$ cat src/rtl/fifo_d0_reader.sv
// Read-side controller for the d0 FIFO: pops into a 3-entry skid buffer
// and presents words downstream through a valid/ready handshake.
module fifo_d0_reader #(
  parameter int DATA_SIZE = 6,
  parameter int COUNT_W   = 8
) (
  input  logic                 clk,
  input  logic                 reset_L,
  input  logic                 enable_rd,
  input  logic                 fifo_empty_d0_cond,
  input  logic [DATA_SIZE-1:0] data_out_0_cond,
  input  logic                 fifo_error_d0,
  input  logic                 ready_in,
  output logic                 pop_d0,
  output logic                 valid_out,
  output logic [DATA_SIZE-1:0] data_out,
  output logic [COUNT_W-1:0]   pop_count,
  output logic                 rd_error
);

  logic [1:0]           occ_q, occ_d;
  logic                 inflight_q, inflight_d;
  logic [1:0]           wr_ptr_q, wr_ptr_d;
  logic [1:0]           rd_ptr_q, rd_ptr_d;
  logic [DATA_SIZE-1:0] buf_q [3];
  logic [DATA_SIZE-1:0] buf_d [3];
  logic [COUNT_W-1:0]   pop_count_q, pop_count_d;
  logic                 rd_error_q, rd_error_d;
  logic                 drain;
  logic                 room;
  logic                 overflow;

  function automatic logic [1:0] ptr_inc(input logic [1:0] p);
    return (p == 2'd2) ? 2'd0 : p + 2'd1;
  endfunction

  // Room counts the in-flight word so a pop never depends on ready_in.
  assign room     = ({1'b0, occ_q} + {2'b0, inflight_q}) < 3'd3;
  assign pop_d0   = reset_L && enable_rd && !fifo_empty_d0_cond && room;
  assign valid_out = (occ_q != 2'd0);
  assign drain    = valid_out && ready_in;
  assign overflow = inflight_q && (occ_q == 2'd3) && !drain;

  assign pop_count = pop_count_q;
  assign rd_error  = rd_error_q;

  always_comb begin
    data_out = '0;
    unique case (rd_ptr_q)
      2'd0:    data_out = buf_q[0];
      2'd1:    data_out = buf_q[1];
      2'd2:    data_out = buf_q[2];
      default: data_out = '0;
    endcase
  end

  always_comb begin
    occ_d       = occ_q + {1'b0, inflight_q} - {1'b0, drain};
    inflight_d  = pop_d0;
    wr_ptr_d    = inflight_q ? ptr_inc(wr_ptr_q) : wr_ptr_q;
    rd_ptr_d    = drain ? ptr_inc(rd_ptr_q) : rd_ptr_q;
    pop_count_d = pop_count_q + COUNT_W'(pop_d0);
    rd_error_d  = rd_error_q | fifo_error_d0 | overflow;
    for (int i = 0; i < 3; i++) begin
      buf_d[i] = buf_q[i];
      if (inflight_q && (wr_ptr_q == 2'(i)))
        buf_d[i] = data_out_0_cond;
    end
  end

  always_ff @(posedge clk or negedge reset_L) begin
    if (!reset_L) begin
      occ_q       <= '0;
      inflight_q  <= 1'b0;
      wr_ptr_q    <= '0;
      rd_ptr_q    <= '0;
      pop_count_q <= '0;
      rd_error_q  <= 1'b0;
      for (int i = 0; i < 3; i++)
        buf_q[i] <= '0;
    end else begin
      occ_q       <= occ_d;
      inflight_q  <= inflight_d;
      wr_ptr_q    <= wr_ptr_d;
      rd_ptr_q    <= rd_ptr_d;
      pop_count_q <= pop_count_d;
      rd_error_q  <= rd_error_d;
      for (int i = 0; i < 3; i++)
        buf_q[i] <= buf_d[i];
    end
  end

endmodule

$ cat config.mk
export PLATFORM = sky130hd
export DESIGN_NAME = fifo_d0_reader
export DESIGN_NICKNAME = d
export VERILOG_FILES = /design/src/rtl/fifo_d0_reader.sv
export SDC_FILE = /design/constraint.sdc
export NUM_CORES = 1
export LEC_CHECK = 0
export ABC_AREA = 1
export CAP_MARGIN = 10
export CORE_MARGIN = 2
export CORE_UTILIZATION = 55
export CTS_CLUSTER_DIAMETER = 50
export DETAILED_ROUTE_END_ITERATION = 10
export GPL_TIMING_DRIVEN = 1
export PLACE_DENSITY = 0.9
export SKIP_LAST_GASP = 1
export SYNTH_ARGS = -nofsm -noshare
export SYNTH_HDL_FRONTEND = slang
export SYNTH_SLANG_ARGS = --single-unit
$ cat constraint.sdc
create_clock -name clk -period 3.2 [get_ports clk]
set_input_delay 0.64 -clock clk [delete_from_list [all_inputs] [get_ports clk]]
set_output_delay 0.64 -clock clk [all_outputs]
set_load 0.01 [all_outputs]
# ---- Word-level counts from Yosys, hierarchy flattened
# Cells that the tools add are included.
dict set report word_totals {
  register_bits 34
  input_bits 12
  word_cells 40
}
dict set report op_classes {
  add_sub_neg 6
  n_lt_le_gt_ge 1
  eq_ne 5
  n_mux 3
  n_bitwise 2
  n_reduce_logical 14
}
# cell n
set ops {}
lappend ops {{$pmux W6 S3} 1}
lappend ops {{$logic_and A1 B1 Y1} 9}
lappend ops {{$add A8 B1 Y8} 1}
lappend ops {{$eq A2 B2 Y1 const B} 3}
lappend ops {{$add A2 B1 Y2 const B} 2}
lappend ops {{$eq A2 B1 Y1 const B} 2}
lappend ops {{$logic_not A2 Y1} 2}
lappend ops {{$mux W2} 2}
lappend ops {{$add A2 B1 Y3} 1}
lappend ops {{$lt A3 B2 Y1 const B} 1}
lappend ops {{$add A2 B1 Y2} 1}
lappend ops {{$logic_not A1 Y1} 2}
lappend ops {{$or A1 B1 Y1} 2}
lappend ops {{$reduce_bool A2 Y1} 1}
lappend ops {{$sub A2 B1 Y2} 1}

# ---- Depth between registers and ports, before layout
dict set report logic_depth {
  ltp_word 5
  depth_mapped 11
}

# ---- Worst setup path before layout
# OpenSTA, ideal clock, no wires.
dict set report synth_timing {
  kind {reg-to-reg}
  start {reg inflight_q}
  end {reg pop_count_q[6], in the netlist pop_count[6]}
  setup_ns 0.123
  arrival_time_ns 1.933
  required_time_ns 3.077
  slack_ns 1.144
  path_stages_with_launch 11
  path_buffers 0
  period_less_slack_ns 2.056
  cell_sequence {dfrtp_1 ha_1 ha_1 nand2_1 nand2_1 nor2_1 ha_1 ha_1 nand3_1 o21ai_0 nand2_1}
}
dict set report synth_between {
  elab_chain_len 4
}
# element line
set synth_rtl {}
lappend synth_rtl {{start, declared} 22} ;# logic inflight_q, inflight_d;
lappend synth_rtl {{start signal, assigned} 83} ;# inflight_q <= inflight_d;
lappend synth_rtl {{$add A2 B1 Y3} 38} ;# assign room = ({1'b0, occ_q} + {2'b0, inflight_q}) < 3'd3;
lappend synth_rtl {{$lt A3 B2 Y1} 38}
lappend synth_rtl {{$logic_and A1 B1 Y1} 39} ;# assign pop_d0 = reset_L && enable_rd && !fifo_empty_d0_cond && room;
lappend synth_rtl {{via pop_d0} 14} ;# output logic pop_d0,
lappend synth_rtl {{$add A8 B1 Y8} 62} ;# pop_count_d = pop_count_q + COUNT_W'(pop_d0);
lappend synth_rtl {{via pop_count_d[6]} 27} ;# logic [COUNT_W-1:0] pop_count_q, pop_count_d;
lappend synth_rtl {{end signal, assigned} 86} ;# pop_count_q <= pop_count_d;
lappend synth_rtl {{end, declared} 27}
# The timed path passes the listed nets, and every way through them passes these cells.
# A chain may end at the register's enable or synchronous reset.

# ---- Final worst setup path
dict set report layout_timing {
  start {reg inflight_q}
  end {out pop_d0}
}
dict set report layout_between {
  elab_chain_len 3
}
# element line
set layout_rtl {}
lappend layout_rtl {{$add A2 B1 Y3} 38}
lappend layout_rtl {{$lt A3 B2 Y1} 38}
lappend layout_rtl {{$logic_and A1 B1 Y1} 39}
lappend layout_rtl {{end, declared} 14}
# Every way passes these cells.

==> flow_summary.json <==
{
  "syn-num-nets": 194,
  "route.detailed.drc": 0,
  "path_buf_inv": 1,
  "p_comb_frac": 0.423,
  "ys_ff_latch": 34,
  "clkPwrFrac": 0.146,
  "drv_slew": 0,
  "postCtsHoldBufs": 0,
  "critical-path-max-stage-delay_ns": 0.59,
  "die_width_um": 57.50,
  "intPower_mw": 1.071,
  "cp.required_ns": 2.56,
  "area_delta_synth_final_pct": 22.65,
  "synth_ff_type": "dfrtp_1",
  "synthTopCellsByArea": "dfrtp_1 54%, nand2_1 15%, o21ai_2 6.7%, ha_1 4.8%, inv_1 4.8%",
  "regArea_um2": 850.8,
  "ant_nets": 0,
  "synth_top_family_by_area": "simple AND/OR/NAND/NOR gates",
  "clock_latency_ns": 0.35,
  "path_class": "reg2out",
  "std_cell_rows": 19,
  "grt_first_pass_wirelength_um": 5582,
  "n_fill_cell": 198,
  "hold_viol_final": 0,
  "pre_cts_ws_ns": 0.5740,
  "rsz0062_at_grt": "no",
  "antennaDiodeCount": 0,
  "drtIter0Drc": 53,
  "synth_edf_count": 0,
  "grt-ovfl-total": 0,
  "drt-wirelength-per-cell_um": 13.35,
  "post-synth-top-count-cell": "nand2_1",
  "path_clk_slew_ns": 0.10,
  "clock_sinks": 34,
  "final_nets": 227,
  "hpwl_um": 2309,
  "hold_path.class": "reg2reg",
  "cts-root-buf": "clkbuf_4",
  "slew_headroom": 0.5621,
  "fin_ws_ns": 0.3639,
  "ys_seq_area_frac": 0.5405,
  "synthArstFlopShare": 1.000,
  "yosysUniqueCellTypes": 13,
  "synth_largest_area_cell": "dfrtp_1",
  "syn-cell-area_um2": 1574,
  "vdd_drop_max_mv": 0.5982,
  "io_buffer_count": 28,
  "drive_gt1_frac": 0.1000,
  "cpLargestDelayFamily": "buffers and inverters",
  "synthAdderAreaFrac": 0.04769,
  "dr.pass1.iters": 5,
  "gp_congestion": 0.6947,
  "finalCritPeriodShare": 0.8863,
  "clock.fmax_ghz": 0.3526,
  "slowest_stage": "clkdlybuf4s50_1",
  "setup_viol": 0,
  "outcome": "finished clean",
  "track_usage": 0.2270,
  "fp.dieH_um": 57.50,
  "numCtsBuffers": 5,
  "ioPinCount": 29,
  "leakagePower_nw": 0.9454,
  "routed_via_density": 5.207,
  "fin_tns_setup_ns": 0,
  "wirelength_um": 3217,
  "core_um2": 2734,
  "cts_resized": 0,
  "multi_input_area_um2": 618.1,
  "finClkSkew_ns": 0.007080,
  "ys_top_cells_by_count": "62 x nand2_1, 34 x dfrtp_1, 20 x inv_1, 12 x nand3_1, 12 x o21ai_2",
  "synth-simple-area-share": 0.2186,
  "cp_max_fo": 8,
  "max_cap_violations": 0,
  "synth_cells": 176,
  "grt_max_degree": 35,
  "grt_pass1_vias": 1278,
  "antenna_found_initial": 0,
  "p_sw_frac": 0.3749,
  "dieArea_um2": 3306,
  "cts_tree": "done",
  "synth_compound_area_frac": 0.09857,
  "cts_buffer_depth": 2,
  "vias": 1255,
  "synth_xor_area_frac": 0.02782,
  "p_sw_mw": 0.6425,
  "startpoint_type": "register",
  "worstMarginPinSlew_ns": 0.6550,
  "synth_top_area_frac": 0.5405,
  "post-route-min-period_ns": 2.836,
  "path_cells": "ha_1 -> ha_1 -> nand2_1 -> nand2_1 -> nor2_1 -> clkdlybuf4s50_1",
  "seqPwrFrac": 0.431,
  "cts_htree_levels": 2,
  "syn_avg_cell_area_um2": 8.943,
  "critPathArrivalTime_ns": 2.20,
  "cp-end-kind": "output pin",
  "synth_mux_area_frac": 0,
  "yosys_warnings": 0,
  "p_per_area_nw_per_um2": 887.7,
  "start_util": 0.5757,
  "postCtsSetupRepairBufs": 0
}
registers in the layout (all words and copies together), names as in the netlist:
| register | count |
|---|---|
| rd_ptr_q | 2 |
| occ_q | 2 |
| buf_q | 18 |
| inflight_q | 1 |
| wr_ptr_q | 2 |
| pop_count | 8 |
| rd_error | 1 |
power groups by stage:
stage	registers (mW)	logic [mW]	clock network [mW]
finish	0.738	0.725	0.251
global route	0.765	0.807	0.275
detailed placement	0.744	0.725	0
global placement	0.728	0.679	0
floorplan	0.728	0.404	0
CTS	0.736	0.731	0.254
metal layers:
metal  track usage  wire length (µm)
met5             0                 0
met4        0.1528               127
met3       0.04989               172
met2        0.3766              1611
met1        0.2609              1305
worst paths after layout:
check,slack [ns],to,depth (start not counted),from
min,0.48,rd_error,2,rd_error
min reg2reg,0.48,rd_error,2,rd_error
max in group asynchronous,2.16,buf_q[1],2,reset_L
min in group asynchronous,0.73,pop_count[7],2,reset_L
max reg2reg,0.96,pop_count[6],10,inflight_q
max,0.36,pop_d0,6,inflight_q
logic make-up (layout without fill, tap and decap cells):
| family | after synthesis | after routing |
|---|---|---|
| AND/OR/NAND/NOR | 86 | 86 |
| flip-flops | 34 | 34 |
| buffers and inverters | 23 | 57 |
| AO/OA/AOI/OAI | 22 | 22 |
| adder cells (fa/ha/maj) | 6 | 6 |
| XOR/XNOR | 5 | 5 |
cell usage in the layout (no fill, tap or decap):
| cell type | n |
|---|---|
| nand2_1 | 62 |
| dfrtp_1 | 34 |
| clkdlybuf4s50_1 | 28 |
| inv_1 | 20 |
| nand3_1 | 12 |
| o21ai_2 | 12 |
| nor2_1 | 11 |
| o21ai_0 | 10 |
| ha_1 | 6 |
| clkbuf_4 | 5 |
| xnor2_1 | 3 |
| xor2_1 | 2 |
| nand3_2 | 1 |
| clkbuf_8 | 1 |
| clkinv_2 | 1 |
| clkbuf_1 | 1 |
| buf_4 | 1 |
worst register-to-register path, delay by kind of cell (launching register included):
family / cells / cell delay, ns
flops: 1 / 0.48
compound gates: 1 / 0.21
simple gates: 5 / 0.52
fa+ha+maj: 4 / 0.90
per-stage QoR:
| stage | util | area, µm² | hold WS, ns | cells | power (mW) |
|---|---|---|---|---|---|
| 6_report | 0.7062 | 1931 | 0.4845 | 241 | 1.714 |
| 5_1_grt | 0.7062 | 1931 | 0.5010 | 241 | 1.846 |
| 4_1_cts | 0.7062 | 1931 | 0.4842 | 241 | 1.721 |
| 3_5_place_dp | 0.6842 | 1871 | 0.4642 | 233 | 1.469 |
| 3_3_place_gp | 0.6842 | 1871 | 0.4457 | 233 | 1.407 |
| 2_1_floorplan | - | 1574 | 0.3444 | 176 | 1.132 |
final cells by class:
class                   count  area share
flip-flops and latches     34      0.4407
multi-input cells         119      0.3202
repair buffers             29      0.1491
inverters                  20     0.03889
clock buffers               7     0.02852
well taps                  31     0.02009
clock inverters             1    0.002592
No activity file was read; power rests on OpenSTA's default activity.
